==> src/rtl/mult_share_arb.sv <==
// Two-port round-robin arbiter sharing one real-times-complex multiplier; an in-flight ID FIFO
// steers each product packet back to its requester. Define MULT_SHARE_ARB_STATS_EN for per-port grant counters.

module mult_share_arb #(
    parameter int WIDTH_REAL    = 25,
    parameter int WIDTH_CPLX    = 18,
    parameter int WIDTH_P       = 48,
    parameter int ID_DEPTH_LOG2 = 3
) (
    input  logic                               clk,
    input  logic                               reset_n,
`ifdef MULT_SHARE_ARB_STATS_EN
    output logic [31:0]                        pkt_cnt0,
    output logic [31:0]                        pkt_cnt1,
`endif
    input  logic [WIDTH_REAL+2*WIDTH_CPLX-1:0] s0_tdata,
    input  logic                               s0_tlast,
    input  logic                               s0_tvalid,
    output logic                               s0_tready,
    input  logic [WIDTH_REAL+2*WIDTH_CPLX-1:0] s1_tdata,
    input  logic                               s1_tlast,
    input  logic                               s1_tvalid,
    output logic                               s1_tready,
    output logic [WIDTH_REAL-1:0]              mult_real_tdata,
    output logic [2*WIDTH_CPLX-1:0]            mult_cplx_tdata,
    output logic                               mult_tlast,
    output logic                               mult_tvalid,
    input  logic                               mult_tready,
    input  logic [2*WIDTH_P-1:0]               mult_p_tdata,
    input  logic                               mult_p_tlast,
    input  logic                               mult_p_tvalid,
    output logic                               mult_p_tready,
    output logic [2*WIDTH_P-1:0]               p0_tdata,
    output logic                               p0_tlast,
    output logic                               p0_tvalid,
    input  logic                               p0_tready,
    output logic [2*WIDTH_P-1:0]               p1_tdata,
    output logic                               p1_tlast,
    output logic                               p1_tvalid,
    input  logic                               p1_tready
);

    localparam int DW    = WIDTH_REAL + 2*WIDTH_CPLX;
    localparam int DEPTH = 1 << ID_DEPTH_LOG2;

    typedef enum logic [1:0] {IDLE, GRANT0, GRANT1} state_t;

    state_t                   state, state_nxt;
    logic                     rr_ptr;
    logic                     push, pop, pkt_done, grant_sel;
    logic                     fifo_full, fifo_empty, head_id;
    logic [ID_DEPTH_LOG2:0]   id_count;
    logic [ID_DEPTH_LOG2-1:0] wr_ptr, rd_ptr;
    logic                     id_mem [DEPTH];

    // Count is one bit wider than the pointers; its MSB alone marks a full FIFO.
    assign fifo_full  = id_count[ID_DEPTH_LOG2];
    assign fifo_empty = (id_count == '0);
    assign head_id    = id_mem[rd_ptr];

    // NOTE: sequential state uses non-blocking assignments so every register samples pre-edge values.
    always_ff @(posedge clk or negedge reset_n) begin
        if (!reset_n) begin
            state  <= IDLE;
            rr_ptr <= 1'b0;
        end else begin
            state <= state_nxt;
            if (pkt_done)
                rr_ptr <= (state == GRANT0);
        end
    end

    // NOTE: every output of a combinational block gets a default first, so no latch can be inferred.
    always_comb begin
        state_nxt = state;
        push      = 1'b0;
        pkt_done  = 1'b0;
        grant_sel = 1'b0;
        case (state)
            IDLE: begin
                if ((s0_tvalid || s1_tvalid) && !fifo_full) begin
                    grant_sel = (s0_tvalid && s1_tvalid) ? rr_ptr : s1_tvalid;
                    push      = 1'b1;
                    state_nxt = grant_sel ? GRANT1 : GRANT0;
                end
            end
            GRANT0: begin
                pkt_done = s0_tvalid && mult_tready && s0_tlast;
                if (pkt_done)
                    state_nxt = IDLE;
            end
            GRANT1: begin
                pkt_done = s1_tvalid && mult_tready && s1_tlast;
                if (pkt_done)
                    state_nxt = IDLE;
            end
            default: state_nxt = IDLE;
        endcase
    end

    always_comb begin
        mult_real_tdata = '0;
        mult_cplx_tdata = '0;
        mult_tlast      = 1'b0;
        mult_tvalid     = 1'b0;
        s0_tready       = 1'b0;
        s1_tready       = 1'b0;
        case (state)
            GRANT0: begin
                mult_real_tdata = s0_tdata[DW-1 -: WIDTH_REAL];
                mult_cplx_tdata = s0_tdata[2*WIDTH_CPLX-1:0];
                mult_tlast      = s0_tlast;
                mult_tvalid     = s0_tvalid;
                s0_tready       = mult_tready;
            end
            GRANT1: begin
                mult_real_tdata = s1_tdata[DW-1 -: WIDTH_REAL];
                mult_cplx_tdata = s1_tdata[2*WIDTH_CPLX-1:0];
                mult_tlast      = s1_tlast;
                mult_tvalid     = s1_tvalid;
                s1_tready       = mult_tready;
            end
            default: ;
        endcase
    end

    // Product return path: the head ID picks the destination; nothing is routed while the FIFO is empty.
    always_comb begin
        mult_p_tready = 1'b0;
        p0_tdata      = '0;
        p0_tlast      = 1'b0;
        p0_tvalid     = 1'b0;
        p1_tdata      = '0;
        p1_tlast      = 1'b0;
        p1_tvalid     = 1'b0;
        if (!fifo_empty) begin
            if (head_id) begin
                mult_p_tready = p1_tready;
                p1_tdata      = mult_p_tdata;
                p1_tlast      = mult_p_tlast;
                p1_tvalid     = mult_p_tvalid;
            end else begin
                mult_p_tready = p0_tready;
                p0_tdata      = mult_p_tdata;
                p0_tlast      = mult_p_tlast;
                p0_tvalid     = mult_p_tvalid;
            end
        end
    end

    assign pop = mult_p_tvalid && mult_p_tready && mult_p_tlast;

    always_ff @(posedge clk or negedge reset_n) begin
        if (!reset_n) begin
            wr_ptr   <= '0;
            rd_ptr   <= '0;
            id_count <= '0;
        end else begin
            if (push)
                wr_ptr <= wr_ptr + 1'b1;
            if (pop)
                rd_ptr <= rd_ptr + 1'b1;
            case ({push, pop})
                2'b10:   id_count <= id_count + 1'b1;
                2'b01:   id_count <= id_count - 1'b1;
                default: ;
            endcase
        end
    end

    // NOTE: ID storage has no reset; only entries below id_count are ever read, and reset clears the count.
    always_ff @(posedge clk) begin
        if (push)
            id_mem[wr_ptr] <= grant_sel;
    end

`ifdef MULT_SHARE_ARB_STATS_EN
    always_ff @(posedge clk or negedge reset_n) begin
        if (!reset_n) begin
            pkt_cnt0 <= '0;
            pkt_cnt1 <= '0;
        end else if (push) begin
            if (grant_sel)
                pkt_cnt1 <= pkt_cnt1 + 32'd1;
            else
                pkt_cnt0 <= pkt_cnt0 + 32'd1;
        end
    end
`endif

endmodule

==> config.mk <==
export PLATFORM = sky130hd
export DESIGN_NAME = mult_share_arb
export DESIGN_NICKNAME = d
export VERILOG_FILES = /design/src/rtl/mult_share_arb.sv
export SDC_FILE = /design/constraint.sdc
export NUM_CORES = 1
export LEC_CHECK = 0
export ABC_CLOCK_PERIOD_IN_PS = 2750
export BUFFER_PORTS_ARGS = -buffer_cell sky130_fd_sc_hd__buf_2
export CORE_AREA = 2 2 189 191
export CTS_CLUSTER_DIAMETER = 120
export DETAILED_ROUTE_END_ITERATION = 8
export DIE_AREA = 0 0 191 193
export PLACE_DENSITY_LB_ADDON = 0.2
export SLEW_MARGIN = 20
export SYNTH_ARGS = -nofsm -noshare
export SYNTH_HDL_FRONTEND = slang
export SYNTH_SLANG_ARGS = --single-unit
export TNS_END_PERCENT = 10
==> constraint.sdc <==
create_clock -name clk -period 2.75 [get_ports clk]
set_input_delay 0.825 -clock clk [delete_from_list [all_inputs] [get_ports clk]]
set_output_delay 0.825 -clock clk [all_outputs]
set_load 0.02 [all_outputs]
Word level (Yosys, flattened, before mapping)
Memory sizes are Yosys's and may differ from the RTL's.
Index checks and enable logic that the tools add are counted.
- register bits after elaboration: 13
- bits in latches: 0
- RAM bits: 8
- memory bits (read-only): 0
- bits of input ports: 229
- output and inout bits: 262
- memories: 1
- memories (name ; depth ; bits a word ; rd ports ; clocked after Yosys merged registers in ; write ports ; line ; source):
    id_mem ; 8 ; 1 ; 1 ; 0 ; 1 ; 54 ; logic id_mem [DEPTH];
- add/subtract/negate cells: 4
- $mul: 0
- div/mod/pow operators: 0
- $lt $le $gt $ge: 0
- eq/ne operators: 7
- shift operators: 0
- mux-type cells: 34
- bitwise operators: 0
- reductions and logical operators: 14
- operator list (operator ; count):
    96-bit 2-to-1 mux ; 4
    36-bit one-hot mux with 2 select lines ; 1
    25-bit one-hot mux with 2 select lines ; 1
    1-bit 2-to-1 mux ; 19
    1-bit logical AND ; 8
    2-bit 2-to-1 mux ; 4
    4-bit one-hot mux with 2 select lines ; 1
    3-bit by 1-bit adder with 3-bit output, second input constant ; 2
    1-bit one-hot mux with 2 select lines ; 3
    2-bit one-hot mux with 3 select lines ; 1
    4-bit by 1-bit adder with 4-bit output, second input constant ; 1
    2-bit by 1-bit equality test with 1-bit output, second input constant ; 2
    2-bit equality test, second input constant ; 2
    4-bit logical NOT ; 1
    2-bit != test, second input constant ; 2
    4-bit by 1-bit subtractor with 4-bit output, second input constant ; 1
    3-bit AND reduction ; 1
    2-bit logical NOT ; 1
    2-bit by 1-bit != test with 1-bit output, second input constant ; 1
    2-bit nonzero test ; 1
    1-bit logical NOT ; 1
    1-bit logical OR ; 1

Logic depth before layout (Yosys ltp)
Gate-level depths: netlist of the first run.
An unclocked memory read counts as a cell.
- depth after elaboration: 7
- mapped depth: 12
- gate-level depth less buffers: 12

Worst setup path after synthesis of the first run
OpenSTA, ideal clock, no wires.
- kind: register to output
- start: reg rd_ptr[0]
- end: out p0_tdata[86]
- data arrival time: 2.058 ns
- setup slack: -0.133 ns
- stages on the path, launching flop included: 7
- cell sequence: dfrtp_1 > mux4_2 > mux2_2 > buf_2 > clkbuf_1 > buf_2 > nor2_1
- cells in the longest elaborated chain, start to end: 3
- RTL lines (what ; line ; source):
    from (decl) ; 53 ; logic [ID_DEPTH_LOG2-1:0] wr_ptr, rd_ptr;
    from (signal assigned) ; 162 ; rd_ptr <= rd_ptr + 1'b1;
    memory read 8 x 1 bit ; -- ;
    96-bit 2-to-1 mux ; 137 ; if (head_id) begin
    96-bit 2-to-1 mux ; 136 ; if (!fifo_empty) begin
    to (decl) ; 33 ; output logic [2*WIDTH_P-1:0] p0_tdata,
No other way between the ends.

Worst setup path after layout of the first run
- start: reg rd_ptr[0]
- end: out p1_tdata[22]
- cells in the longest elaborated chain, start to end: 3
- RTL lines (what ; line ; source):
    memory read 8 x 1 bit ; -- ;
    96-bit 2-to-1 mux ; 137 ;
    96-bit 2-to-1 mux ; 136 ;
    to (decl) ; 37 ; output logic [2*WIDTH_P-1:0] p1_tdata,
No other way between the ends.

==> results of run 1 <==
what timing repair did:
| item | 4_1_cts | 5_1_grt |
|---|---|---|
| cloned | 1 | 1 |
| setup buffers | 2 | 0 |
| setup endpoints to repair | 201 | 225 |
| pin swaps | 10 | 1 |
| resized for setup | 154 | 40 |
layout make-up:
| cell class | count | area (sq um) |
|---|---|---|
| Fill cell | 4061 | 27700 |
| Timing Repair Buffer | 529 | 3370 |
| Multi-Input combinational cell | 497 | 2670 |
| Tap cell | 461 | 577 |
| Sequential cell | 21 | 566 |
| Clock buffer | 3 | 75.1 |
| Inverter | 8 | 30.0 |
| Antenna cell | 4 | 10.0 |
| Clock inverter | 1 | 5.00 |
worst max-delay path, cell delays in order, from the launching register on:
cell and delay [ns]:
dfrtp_1 0.40, mux4_2 0.53, buf_4 0.16, mux2i_4 0.15
buf_12 0.19, buf_12 0.17, nor2_1 0.08, buf_4 0.17
worst max-delay path by stage:
stage,endpoint,slack (ns),cells past startpoint
after floorplan,mult_p_tready,-0.06,5
after global placement,id_count[3],-0.04,12
after detailed placement,id_count[3],-0.03,12
after CTS,p1_tdata[49],-0.23,7
after global routing,p1_tdata[22],-0.31,7
final,p1_tdata[22],-0.20,7
per-layer routing:
metal | up-vias | share of wire [%] | GRT usage [%]
met2 | 326 | 53 | 23.9
met1 | 2688 | 37 | 13.0
li1 | 2846 | - | -
met3 | 30 | 7.7 | 2.17
met5 | - | 0.14 | 0
met4 | 6 | 2.8 | 4.05
sequential cells by signal, indices dropped and copies added (netlist names):
name      flops
state         2
rr_ptr        1
id_mem        8
id_count      4
rd_ptr        3
wr_ptr        3
synth_stat cells:
| library cell | number | area [sq um] |
|---|---|---|
| or3_1 | 1 | 6.26 |
| ha_1 | 8 | 100 |
| mux2_1 | 1 | 11.3 |
| dfrtp_1 | 13 | 325 |
| a21boi_1 | 1 | 7.51 |
| o21ai_0 | 3 | 15.0 |
| mux2i_1 | 2 | 20.0 |
| fa_1 | 1 | 20.0 |
| mux2i_4 | 1 | 22.5 |
| or2_2 | 1 | 6.26 |
| nand2b_1 | 2 | 12.5 |
| a22oi_1 | 63 | 473 |
| nand3_1 | 4 | 20.0 |
| xor2_1 | 3 | 26.3 |
| a22o_1 | 2 | 17.5 |
| edfxtp_1 | 8 | 240 |
| buf_1 | 5 | 18.8 |
| nor2b_1 | 63 | 394 |
| nor3_1 | 3 | 15.0 |
| xnor2_1 | 4 | 35.0 |
| mux2_2 | 2 | 22.5 |
| or4_1 | 1 | 7.51 |
| a21oi_1 | 3 | 15.0 |
| a21o_1 | 1 | 7.51 |
| nand2_1 | 113 | 424 |
| nand4_1 | 2 | 12.5 |
| nor2_1 | 207 | 777 |
| clkbuf_1 | 44 | 165 |
| inv_1 | 8 | 30.0 |
| o22ai_1 | 1 | 6.26 |
| and2_1 | 2 | 12.5 |
| buf_2 | 4 | 20.0 |
| mux4_2 | 2 | 45.0 |
power breakdown:
part,switching (uW),total (uW),internal (uW)
Sequential,112,556,444
Combinational,5720,9540,3820
Clock,117,313,195
kinds of logic after synthesis:
kind of cell / after synthesis / synth area share (%)
xor+xnor: 7 / 1.84
flops: 21 / 17.0
mux: 8 / 3.64
fa+ha+maj: 9 / 3.61
compound gates: 74 / 16.3
simple gates: 399 / 50.7
buf+inv: 61 / 7.02
stage by stage:
stage / util [%] / total power (uW)
2_1_floorplan: - / 5800
3_3_place_gp: 18.9 / 9110
3_5_place_dp: 18.9 / 9100
4_1_cts: 20.5 / 10300
5_1_grt: 20.9 / 11200
6_report: 20.9 / 10400
==> impl_metrics.json, run 1 <==
{
  "core_area_sq_mm": 0.0350,
  "port_buffers": 490,
  "ir_worst_vdd_mv": 0.526,
  "design_area_sq_mm": 0.00730,
  "grt_pass1_vias": 5330,
  "max_slew.worst_pin.slew_ns": 0.450,
  "synth.net_count": 817,
  "min_period_over_period_pct": 107,
  "io_pins": 491,
  "h-tree-depth": 1,
  "synthCells": 579,
  "vias": 5896,
  "dp.cells": 1512,
  "syn_area_per_cell_sq_um": 5.75,
  "finalSetupTns_ns": -28.26,
  "finalWorstSetupSlack_ns": -0.196,
  "firstDrtPassIters": 4,
  "holdWs_ns": 0.461,
  "fin_crit_ns": 2.95,
  "syn_to_final_growth_pct": 119,
  "grt_setup_unrepaired": "true",
  "cts_hold_buf": 0,
  "finClkSkew_ns": 0.00713,
  "yosys_warnings": 0,
  "hold_class": "in2async",
  "cts_buffer_depth": 2,
  "drv_slew": 0,
  "r2r-end": "id_count[3]",
  "place_congestion": 0.798,
  "critPathKind": "reg2out",
  "placed_cell_area_sq_mm": 0.00662,
  "wire_per_inst_um": 16.4,
  "cts_sinks": 21,
  "crit_start": "rd_ptr[0]",
  "finalHoldViolations": 0,
  "critPathRequiredTime_ns": 1.93,
  "r2r_slack_ns": -0.10,
  "clock_latency_ns": 0.26,
  "grt_pass1_wl_mm": 33.4,
  "fin_nets": 1298,
  "drt-initial-drc-count": 202,
  "status": "finished with violations",
  "cp-start-kind": "register",
  "dp_hpwl_mm": 21.0,
  "wl_mm": 25.0,
  "root_buffer": "clkbuf_16",
  "vias_per_cell": 3.87,
  "setup_violations": 193,
  "r2r-start": "rd_ptr[0]",
  "die_y_um": 193,
  "p_per_area_mw_per_mm2": 1430,
  "drive_gt1_share_pct": 53.2,
  "pre_cts_ws_ns": -0.0284,
  "violations": "setup timing",
  "dieArea_sq_mm": 0.0369,
  "drc": 0,
  "cts_tree": "built",
  "antenna_found_initial": 11,
  "yosysSeqAreaShare_pct": 17.0,
  "r2r_cells": 11,
  "ys_types": 33,
  "grt_use_total_pct": 12.2,
  "die_w_um": 191,
  "grt_overflow": 0,
  "end_kind": "primary output",
  "ant_nets": 0,
  "path_clk_slew_ns": 0.06,
  "numCtsBuffers": 3,
  "initial_core_util_pct": 9.53,
  "ys_ff_latch": 21,
  "max-cap-violations": 0,
  "cp_max_fo": 23,
  "syn_area_sq_mm": 0.00333,
  "p_leak_uw": 0.00401,
  "rows": 69,
  "layout_common_cells": "328 x buf_2, 194 x nor2_1, 176 x buf_4",
  "stdcell_count": 1524,
  "grt_max_degree": 87,
  "layout_commonest_cell": "buf_2",
  "maxSlewHeadroom_pct": 69.9,
  "fmax_mhz": 339,
  "worstPathArrival_ns": 2.12
}
Note: power is estimated with default switching activity, not from simulation.
==> run 2, diff against run 1 <==
Settings changed: ABC_CLOCK_PERIOD_IN_PS 2750 to 2900, CORE_AREA 2 2 189 191 to 2 2 191 193, DIE_AREA 0 0 191 193 to 0 0 193 195.
Clock period 2.75 ns to 2.9 ns, I/O delays scaled along.
==> impl_metrics.json, run 2 (synthesis gave the netlist of run 1 again) <==
{
  "p_per_area_mw_per_mm2": 1340,
  "drc": 0,
  "worstPathArrival_ns": 2.12,
  "die_y_um": 195,
  "die_w_um": 193,
  "combPwrFrac_pct": 91.1,
  "numCtsBuffers": 3,
  "cts_buffer_depth": 2,
  "grt_pass1_wl_mm": 34.6,
  "layout_commonest_cell": "buf_2",
  "fmax_mhz": 335,
  "rows": 69,
  "io_pins": 491,
  "finalHoldViolations": 0,
  "largest_register_ffs": 8,
  "end_kind": "primary output",
  "drt-initial-drc-count": 200,
  "fin_util_pct": 19.6,
  "dieArea_sq_mm": 0.0376,
  "firstDrtPassIters": 4,
  "ir_worst_vdd_mv": 0.510,
  "drv_slew": 0,
  "clock_power_share_pct": 3.2,
  "path_delay_family": "multiplexers",
  "r2r-start": "rd_ptr[0]",
  "grt_pass1_vias": 5535,
  "antenna_found_initial": 9,
  "max_slew.worst_pin.slew_ns": 0.537,
  "drive_gt1_share_pct": 51.9,
  "cts_sinks": 21,
  "min_period_over_period_pct": 103,
  "crit_buf_inv": 2,
  "layout_common_cells": "391 x buf_2, 196 x nor2_1, 113 x nand2_1",
  "grt_overflow": 0,
  "h-tree-depth": 1,
  "root_buffer": "clkbuf_16",
  "status": "finished with violations",
  "p_leak_uw": 0.00391,
  "dp_hpwl_mm": 21.0,
  "fin_crit_ns": 2.99,
  "cp-start-kind": "register",
  "clock_latency_ns": 0.26,
  "violations": "setup timing",
  "core_area_sq_mm": 0.0354,
  "cts_hold_buf": 0,
  "internal-power_uw": 3800,
  "slowest_stage": "mux4_2",
  "setup_violations": 168,
  "power_frac_seq_pct": 5.8,
  "path_clk_slew_ns": 0.06,
  "critPathRequiredTime_ns": 2.03,
  "wire_per_inst_um": 16.7,
  "cp_max_fo": 50,
  "syn_to_final_growth_pct": 108,
  "fin_nets": 1284,
  "finalWorstSetupSlack_ns": -0.0894,
  "ant_nets": 0,
  "cts_tree": "built",
  "placed_cell_area_sq_mm": 0.00646,
  "port_buffers": 490,
  "max-cap-violations": 0,
  "grt_max_degree": 82,
  "path_cells": "mux4_2 -> mux2_4 -> buf_16 -> nor2_1 -> buf_4",
  "vias": 5749,
  "finClkSkew_ns": 0.00304,
  "grt_use_total_pct": 12.3,
  "reg_top3": "id_mem x8, id_count x4",
  "largest_register": "id_mem",
  "pre_cts_ws_ns": 0.0635,
  "hold_class": "in2async",
  "design_area_sq_mm": 0.00692,
  "vias_per_cell": 3.81,
  "wl_mm": 25.2,
  "crit_start": "rd_ptr[0]",
  "grt_setup_unrepaired": "true",
  "power.switching_uw": 5440,
  "place_congestion": 0.825,
  "switching_share_pct": 58.9,
  "initial_core_util_pct": 9.41,
  "slowest_delay_ns": 0.56,
  "maxSlewHeadroom_pct": 64.1,
  "critPathKind": "reg2out"
}
-- run 2: cell types whose count changed in the layout (fill, tap and decap cells not counted), moves of 2 or more --
| cell | previous run | this run |
|---|---|---|
| buf_2 | 328 | 391 |
| nor2_4 | 10 | 0 |
| buf_12 | 7 | 9 |
| nor2b_1 | 61 | 63 |
| nor2_2 | 3 | 11 |
| nor2b_2 | 2 | 0 |
| buf_6 | 14 | 1 |
| buf_4 | 176 | 111 |
| nor2_1 | 194 | 196 |
-- run 2: power groups by stage --
stage	Combinational (uW)	Clock, uW	Sequential, uW
6_report	8410	294	533
5_1_grt	9110	311	561
4_1_cts	8500	307	538
3_5_place_dp	7770	0	542
3_3_place_gp	7810	0	543
2_1_floorplan	4850	0	504
-- run 2: what timing repair did --
action | CTS | global route
gates cloned | 2 | 0
setup buffers | 3 | 0
pin swaps | 0 | 2
endpoints found under the hold margin | 0 | 0
endpoints found under the setup margin | 171 | 189
resized for setup | 103 | 13
-- run 2: path summary, 6_finish.rpt --
check	depth (start not counted)	slack, ns	to
max	5	-0.09	p0_tdata[36]
min	1	0.51	rr_ptr
max reg2reg	11	0.03	id_count[3]
min reg2reg	1	0.52	rd_ptr[2]
max in group asynchronous	1	2.15	rd_ptr[0]
min in group clk	1	0.52	rd_ptr[2]
-- run 2: final cells by class --
type | count | area, sq um
fillers | 4128 | 28500
diodes | 3 | 7.51
flip-flops and latches | 21 | 566
repair buffers | 515 | 3070
clock inverters | 1 | 5.00
inverters | 8 | 30.0
multi-input cells | 497 | 2590
well taps | 461 | 577
clock buffers | 3 | 75.1
-- run 2: layer usage --
| metal | share of wire (%) | wire, um | global-route usage, % | vias up |
|---|---|---|---|---|
| met1 | 37 | 9270 | 12.9 | 2600 |
| met3 | 8.3 | 2090 | 2.21 | 19 |
| met4 | 1.1 | 282 | 2.16 | 0 |
| met2 | 54 | 13500 | 24.9 | 324 |
| met5 | 0 | 0 | 0 | - |
| li1 | - | - | - | 2806 |
-- run 2: metrics by stage --
stage | hold WS (ns) | cells | TNS (ns) | power [uW]
floorplan | 0.469 | 579 | -0.260 | 5350
global placement | 0.504 | 1497 | 0 | 8350
finish | 0.505 | 1509 | -7.07 | 9240
detailed placement | 0.503 | 1497 | 0 | 8310
CTS | 0.516 | 1506 | -10.12 | 9350
global route | 0.533 | 1507 | -24.36 | 9980
-- run 2: worst reg2reg max path, stage by stage, from the launching register on --
cell and delay, ns:
dfrtp_1 0.40, mux4_2 0.56, mux2_4 0.35, buf_4 0.16, mux2i_4 0.18, ha_2 0.19, ha_1 0.27, a21o_1 0.17
a21oi_2 0.15, xnor2_1 0.12, nor2_1 0.07, xor2_1 0.14
